<file path="config.mk">
export PLATFORM = sky130hd
export DESIGN_NAME = addr_bus_router
export DESIGN_NICKNAME = d
export VERILOG_FILES = /design/src/rtl/addr_bus_router.sv
export SDC_FILE = /design/constraint.sdc
export NUM_CORES = 1
export LEC_CHECK = 0
export CAP_MARGIN = 0
export CORE_AREA = 4 4 119 121
export CTS_CLUSTER_DIAMETER = 100
export DETAILED_ROUTE_END_ITERATION = 6
export DIE_AREA = 0 0 123 125
export GPL_TIMING_DRIVEN = 0
export PLACE_DENSITY = 0.84
export SETUP_SLACK_MARGIN = 0.2
export SYNTH_ARGS = -nofsm -noshare
export SYNTH_HDL_FRONTEND = slang
export SYNTH_SLANG_ARGS = --single-unit
export TNS_END_PERCENT = 30
</file>
<file path="constraint.sdc">
create_clock -name clk -period 1.8 [get_ports clk]
set_input_delay 0.54 -clock clk [delete_from_list [all_inputs] [get_ports clk]]
set_output_delay 0.54 -clock clk [all_outputs]
set_load 0.05 [all_outputs]
</file>
<file path="src/rtl/addr_bus_router.sv">
// addr_bus_router: decodes one upstream request to the lowest-index matching port, one transaction in flight.
// Optional read timeout enabled by defining ADDR_BUS_ROUTER_TIMEOUT_EN.
module addr_bus_router #(
    parameter int ADDR_WIDTH = 32,
    parameter int DATA_WIDTH = 32,
    parameter int COUNT = 4,
    parameter logic [32*32-1:0] ADDR_MASK = '0,
    parameter logic [32*32-1:0] ADDR_COMP = '0,
    parameter int TIMEOUT_BITS = 8
) (
    input  logic                        clk,
    input  logic                        rst_n,
    input  logic                        s_req_valid,
    output logic                        s_req_ready,
    input  logic [ADDR_WIDTH-1:0]       s_req_addr,
    input  logic                        s_req_wr,
    input  logic [DATA_WIDTH-1:0]       s_req_data,
    output logic                        s_rsp_valid,
    output logic [DATA_WIDTH-1:0]       s_rsp_data,
    output logic                        s_rsp_err,
    output logic [COUNT-1:0]            m_req_valid,
    input  logic [COUNT-1:0]            m_req_ready,
    output logic [ADDR_WIDTH-1:0]       m_req_addr,
    output logic                        m_req_wr,
    output logic [DATA_WIDTH-1:0]       m_req_data,
    input  logic [COUNT-1:0]            m_rsp_valid,
    input  logic [COUNT*DATA_WIDTH-1:0] m_rsp_data,
    output logic                        dec_err,
    output logic                        busy
);
    localparam int SW = COUNT > 1 ? $clog2(COUNT) : 1;
    typedef enum logic [1:0] {IDLE, ISSUE, WAIT_RSP, RESP} state_t;
    state_t state, state_nx;
    logic [SW-1:0] sel, dec_sel;
    logic [ADDR_WIDTH-1:0] addr_q;
    logic [DATA_WIDTH-1:0] data_q;
    logic wr_q, hit, accept, rsp_hit, tmo;
    logic [31:0] a32;
    assign a32 = 32'(s_req_addr);
    assign accept = s_req_valid && s_req_ready;
    assign rsp_hit = (state == WAIT_RSP) && m_rsp_valid[sel];
    assign s_req_ready = (state == IDLE);
    assign s_rsp_valid = (state == RESP);
    assign busy = (state != IDLE);
    assign m_req_addr = addr_q;
    assign m_req_wr = wr_q;
    assign m_req_data = data_q;
    // descending scan so the lowest matching index wins
    always_comb begin
        hit = 1'b0;
        dec_sel = '0;
        for (int i = COUNT - 1; i >= 0; i--) begin
            if ((a32 & ADDR_MASK[32*i +: 32]) == ADDR_COMP[32*i +: 32]) begin
                hit = 1'b1;
                dec_sel = SW'(i);
            end
        end
    end
    always_comb begin
        m_req_valid = '0;
        m_req_valid[sel] = (state == ISSUE);
    end
`ifdef ADDR_BUS_ROUTER_TIMEOUT_EN
    localparam logic [TIMEOUT_BITS-1:0] TLAST = TIMEOUT_BITS'((1 << TIMEOUT_BITS) - 2);
    logic [TIMEOUT_BITS-1:0] tcnt;
    always_ff @(posedge clk or negedge rst_n) begin
        if (!rst_n) tcnt <= '0;
        else tcnt <= (state == WAIT_RSP) ? tcnt + 1'b1 : '0;
    end
    assign tmo = (state == WAIT_RSP) && (tcnt == TLAST);
`else
    assign tmo = 1'b0;
`endif
    always_comb begin
        state_nx = state;
        case (state)
            IDLE:     if (accept) state_nx = hit ? ISSUE : (s_req_wr ? IDLE : RESP);
            ISSUE:    if (m_req_ready[sel]) state_nx = wr_q ? IDLE : WAIT_RSP;
            WAIT_RSP: if (rsp_hit || tmo) state_nx = RESP;
            default:  state_nx = IDLE;
        endcase
    end
    always_ff @(posedge clk or negedge rst_n) begin
        if (!rst_n) begin
            state <= IDLE;
            sel <= '0;
            addr_q <= '0;
            wr_q <= 1'b0;
            data_q <= '0;
            s_rsp_data <= '0;
            s_rsp_err <= 1'b0;
            dec_err <= 1'b0;
        end else begin
            state <= state_nx;
            dec_err <= accept && !hit;
            if (accept) begin
                sel <= dec_sel;
                addr_q <= s_req_addr;
                wr_q <= s_req_wr;
                data_q <= s_req_data;
            end
            if (rsp_hit) begin
                s_rsp_data <= m_rsp_data[int'(sel)*DATA_WIDTH +: DATA_WIDTH];
                s_rsp_err <= 1'b0;
            end else if (tmo || (accept && !hit && !s_req_wr)) begin
                s_rsp_data <= '1;
                s_rsp_err <= 1'b1;
            end
        end
    end
endmodule

</file>
==> results of run 1 <==
worst max path at each step:
stage                                    start                         end  slack, ps  cells past startpoint
after floorplan           state[1]$_DFFE_PN0P_                 s_req_ready        280                      2
final                     state[0]$_DFFE_PN0P_                 s_req_ready         10                      3
after CTS                 state[0]$_DFFE_PN0P_                 s_req_ready        -20                      3
after detailed placement  state[1]$_DFFE_PN0P_                 s_req_ready       -350                      3
after global placement                   rst_n  m_req_addr[16]$_DFFE_PN0P_      -3380                      1
after global routing      state[0]$_DFFE_PN0P_                 s_req_ready        -40                      3
routing by layer:
layer  wire [µm]  vias up
met5           0        -
met4         216        0
met3        1033       17
met2        5268      133
met1        4896     1322
li1            -     1239
sequential cells by signal, indices dropped and copies added (netlist names):
| name | flops |
|---|---|
| s_rsp_data | 32 |
| m_req_wr | 1 |
| state | 2 |
| m_req_data | 32 |
| m_req_addr | 32 |
cells by family (layout without fill, tap and decap cells):
kind of cell,after synthesis,in the layout,share of synthesized area (%)
flip-flops,99,99,65.09
multiplexers,97,97,28.70
buffers and inverters,17,248,4.010
AND/OR/NAND/NOR,8,8,1.676
AO/OA/AOI/OAI,2,2,0.4275
other,1,5,0.09852
placed cells by master, fill, tap and decap left out, drive strengths merged:
cell and instances:
mux2 97, inv 1, nor2 1, bufinv 1
buf 124, conb 5, clkbuf 21, nor3b 1
and2 2, dlygate4sd2 1, dfrtp 99, o31ai 1
nor2b 1, clkinvlp 1, and2b 1, nand3b 1
clkdlybuf4s50 99, or2 1, a31o 1
report_power, final:
group	switching, mW	total, mW	internal (mW)	leakage (nW)
Combinational	5.56	8.27	2.71	1.57
Sequential	0.592	3.96	3.37	1.17
Clock	0.800	2.02	1.22	0.155
timing repair:
item | 4_1_cts | 5_1_grt
pin swaps | 2 | 2
setup endpoints to repair | 153 | 64
buffers inserted | 3 | 5
resized for setup | 535 | 20
cloned | 0 | 5
hold buffers | 0 | 0
worst max-delay path: cells and delay by family, from the launching register on:
| family | cells | cell delay [ps] |
|---|---|---|
| simple gates | 1 | 250 |
| buf+inv | 2 | 220 |
| flops | 1 | 430 |
layout make-up:
type / instances / area share (%)
flip-flops and latches: 99 / 39.55
repair buffers: 216 / 28.04
multi-input cells: 112 / 20.57
clock buffers: 14 / 4.530
well taps: 176 / 3.512
plain buffers: 15 / 3.133
clock inverters: 1 / 0.4789
inverters: 2 / 0.1796
stage by stage:
stage	hold WS, ps	setup WS, ps
3_3_place_gp	488.3	-3379
5_1_grt	248.5	-38.47
4_1_cts	232.7	-20.43
3_5_place_dp	491.0	-351.2
6_report	206.8	10.18
2_1_floorplan	244.4	278.7
==> reports/qor.yml, run 1 <==
port_buffers: 202
ant_nets: 0
grt_busiest_layer: "met2"
die_w_um: 123
met3_usage_pct: 5.420
ys_warn_count: 0
drive_above_1_share_pct: 54.90
num_vias: 2711
hold_viol: 0
dp_hpwl_mm: 8.418
wl_per_cell_um: 17.97
regToRegEndpoint: "m_req_addr[24]$_DFFE_PN0P_"
dp.cells: 607
ys_seq_elements: 99
place_area_mm2: 0.006095
p_total_mw: 14.25
gp_congestion: 0.7883
clk_latency_ps: 340
fmax_ghz: 0.5587
ys_top_cells_by_count: "99 x dfrtp_1, 97 x mux2_2, 6 x buf_4, 6 x buf_6"
period_share_pct: 99.43
finalNetCount: 659
r2r_cells: 6
cts_max_path_buffers: 2
use_met2_pct: 22.58
worstPathCellList: "or2_4, clkinvlp_4, buf_8"
register_area_mm2: 0.002480
utilization_pct: 47.92
drtIter0Drc: 73
post-route-cell-area_mm2: 0.006270
htreeDepth: 3
async_reset_ff_share_pct: 100.0
grt_pass1_wl_mm: 16.72
multi_input_area_mm2: 0.001290
clk_pin_slew_ps: 70
synth_edf_count: 0
power.leakage_nw: 2.891
netlist.area_leader.share_pct: 65.09
drv_slew: 0
diodes: 0
syn2layout_area_growth_pct: 64.73
grt_max_degree: 55
grt_util_all_layers_pct: 14.18
synthTopCellsByArea: "dfrtp_1 65%, mux2_2 29%, buf_6 1.8%"
syn_inst: 224
status: "completed"
start_util_pct: 29.09
reg2reg_from: "state[1]$_DFFE_PN0P_"
rows: 42
drc_errors: 0
yosysTopAreaCell: "dfrtp_1"
tns_ps: 0
p_per_area_mw_per_mm2: 2273
hp-class: "input port to async pin"
final.setup_skew_ps: 6.179
period_needed_ps: 1790
critPathLaunchType: "flip-flop"
grt_pass1_vias: 2901
slowest_stage: "dfrtp_2"
fill_cells: 1187
die_h_um: 125
cp_data_required_time_ps: 1260
io_pins: 310
antenna_found_initial: 0
cp_max_fo: 6
cts_buffers: 9
dieArea_mm2: 0.01538
synth.distinct_cells: 17
max_cap_violations: 0
use_met1_pct: 17.49
path_class: "flip-flop to primary output"
setup_violations: 0
via_per_inst: 4.269
yosysMostFrequentCell: "dfrtp_1"
rsz0062_at_grt: "true"
final_cell_count_no_fill: 635
core_area_mm2: 0.01309
grt_overflow: 0
yosysSeqAreaShare_pct: 65.09
cp_slowest_stage_delay_ps: 430
wl_mm: 11.41
postSynthAreaPerCell_um2: 16.99
cts_tree: "yes"
clockRootBuffer: "clkbuf_16"
worstSetupEndpointType: "primary output"
tightest_slew_ps: 634.9
cts_sinks: 99
ir_worst_vdd_uv: 965.2
dr.pass1.iters: 4
worstPathArrival_ps: 1250
synthFlopType: "dfrtp_1"
slew_headroom_pct: 57.67
netlist_area_mm2: 0.003806
reg2reg_slack_ps: 10
Note: power is estimated with default switching activity, not from simulation.
==> inputs of run 2 (changes only) <==
SKIP_CTS_REPAIR_TIMING = 1   (was unset)
==> run 2 against run 1 <==
Compared with the run above:
- the flow now finishes with violations (negative setup slack)
- critical endpoint unchanged
- register-to-register slack better by 150 ps
- sequential share of layout area up 1.4 points
- total power down 2.9%
- highest routed layer unchanged
- largest power group unchanged
==> reports/qor.yml, run 2 (same netlist as run 1, synthesis figures left out) <==
p_per_area_mw_per_mm2: 2288  # was 2273 mW/mm²
ant_nets: 0  # unchanged
grt_pass1_wl_mm: 16.42  # was 16.72 mm
clk_pin_slew_ps: 60  # was 70 ps
fin_ws_ps: -9.610  # was 10.18 ps
cts_tree: "yes"  # unchanged
dr.pass1.iters: 4  # unchanged
port_buffers: 202  # unchanged
p_switching_mw: 6.875  # was 6.949 mW
via_per_inst: 4.228  # was 4.269
grt_max_degree: 55  # unchanged
fill_cells: 1217  # was 1187
setup_violations: 1  # was 0
rsz0062_at_grt: "true"  # unchanged
cp_max_fo: 7  # was 6
worstPathArrival_ps: 1270  # was 1250 ps
cts_sinks: 99  # unchanged
rows: 42  # unchanged
cp_data_required_time_ps: 1260  # about the same
grt_util_all_layers_pct: 13.97  # was 14.18%
final.setup_skew_ps: 6.296  # was 6.179 ps
die_w_um: 123  # unchanged
drv_slew: 0  # unchanged
cp_slowest_stage_delay_ps: 450  # was 430 ps
htreeDepth: 3  # unchanged
power.leakage_nw: 2.767  # was 2.891 nW
start_util_pct: 29.09  # unchanged
crit_family: "flip-flops"  # unchanged
drtIter0Drc: 90  # was 73
wl_per_cell_um: 17.49  # was 17.97 µm
syn2layout_area_growth_pct: 58.97  # was 64.73%
drc_errors: 0  # unchanged
period_share_pct: 100.5  # was 99.43%
clk_latency_ps: 340  # about the same
mostFrequentLayoutCells: "99 x clkdlybuf4s50_1, 97 x dfrtp_1, 96 x clkbuf_2"  # was 99 x clkdlybuf4s50_1, 98 x buf_2, 97 x dfrtp_1
worstSetupEndpointType: "primary output"  # unchanged
r2r_cells: 5  # was 6
core_area_mm2: 0.01309  # unchanged
clockRootBuffer: "clkbuf_16"  # unchanged
grt_overflow: 0  # unchanged
finalNetCount: 648  # was 659
utilization_pct: 46.24  # was 47.92%
wl_mm: 10.91  # was 11.41 mm
critPathLaunchType: "flip-flop"  # unchanged
crit_buf_inv: 2  # unchanged
die_h_um: 125  # unchanged
violations: "negative setup slack"
sw_frac_of_total_pct: 49.66  # was 48.75%
pwr-share-comb_pct: 56.6  # was 58.0%
antenna_found_initial: 0  # unchanged
dieArea_mm2: 0.01538  # unchanged
ir_worst_vdd_uv: 925.6  # was 965.2 µV
seqPwrFrac_pct: 28.9  # was 27.8%
intPower_mw: 6.970  # was 7.304 mW
whs_ps: 207.3  # was 206.8 ps
reg2reg_slack_ps: 160  # was 10 ps
gp_congestion: 0.7883  # unchanged
worstPathCellList: "or2_4, clkinvlp_4, buf_8"  # unchanged
reg2reg_from: "state[0]$_DFFE_PN0P_"  # was state[1]$_DFFE_PN0P_
path_class: "flip-flop to primary output"  # unchanged
layout_commonest_cell: "clkdlybuf4s50_1"  # unchanged
diodes: 0  # unchanged
dp.cells: 607  # unchanged
cts_buffers: 9  # unchanged
cts_max_path_buffers: 2  # unchanged
regToRegEndpoint: "m_req_addr[29]$_DFFE_PN0P_"  # was m_req_addr[24]$_DFFE_PN0P_
max_cap_violations: 0  # unchanged
drive_above_1_share_pct: 53.79  # was 54.90%
dp_hpwl_mm: 8.418  # unchanged
fmax_ghz: 0.5526  # was 0.5587 GHz
tns_ps: -9.610  # was 0 ps
tightest_slew_ps: 622.1  # was 634.9 ps
final_cell_count_no_fill: 624  # was 635
hold_viol: 0  # unchanged
slew_headroom_pct: 58.53  # was 57.67%
period_needed_ps: 1810  # was 1790 ps
clockPowerShare_pct: 14.6  # was 14.2%
io_pins: 310  # unchanged
grt_pass1_vias: 2870  # was 2901
hp-class: "input port to async pin"  # unchanged
slowest_stage: "dfrtp_2"  # unchanged
status: "finished, violations left"  # was completed
num_vias: 2638  # was 2711
## run 2: how the worst max path moves through the flow
stage	start	endpoint	slack, ps	cells after the start
after floorplan	state[1]$_DFFE_PN0P_	s_req_ready	280	2
after global placement	rst_n	m_req_addr[16]$_DFFE_PN0P_	-3380	1
after detailed placement	state[1]$_DFFE_PN0P_	s_req_ready	-350	3
after CTS	state[1]$_DFFE_PN0P_	s_req_ready	-730	3
after global routing	state[0]$_DFFE_PN0P_	s_req_ready	-60	3
final	state[1]$_DFFE_PN0P_	s_req_ready	-10	3
## run 2: area by class of cell
cell class	count	area [µm²]	share of cell area (%)
plain buffers	15	203.9	3.371
clock inverters	1	30.03	0.4963
repair buffers	205	1592	26.30
clock buffers	14	284.0	4.694
inverters	2	11.26	0.1861
multi-input cells	112	1230	20.33
well taps	176	220.2	3.639
flip-flops and latches	99	2480	40.98
## run 2: through the flow
stage                     power [mW]  instance area, µm²  setup WS [ps]
after floorplan                9.643                3827          278.7
after global routing           14.50                6051         -56.91
after detailed placement       12.77                6095         -351.2
after CTS                      14.85                6409         -733.8
final                          13.84                6051         -9.610
after global placement         12.59                6070          -3379
## run 2: power groups by stage
stage | Clock (mW) | Sequential, mW | Combinational, mW
global route | 2.19 | 4.15 | 8.16
global placement | 0 | 3.97 | 8.63
floorplan | 0 | 7.88 | 1.76
detailed placement | 0 | 4.05 | 8.72
finish | 2.02 | 4.00 | 7.83
CTS | 2.09 | 4.01 | 8.75
## run 2: per-layer routing
layer | up-vias | track usage [%] | wire length, µm | share of wire [%]
met5 | - | 0 | 0 | 0
met4 | 0 | 5.147 | 216 | 2.0
met3 | 16 | 5.691 | 1088 | 10
met2 | 132 | 22.16 | 5148 | 47
met1 | 1276 | 17.06 | 4459 | 41
li1 | 1214 | - | - | -
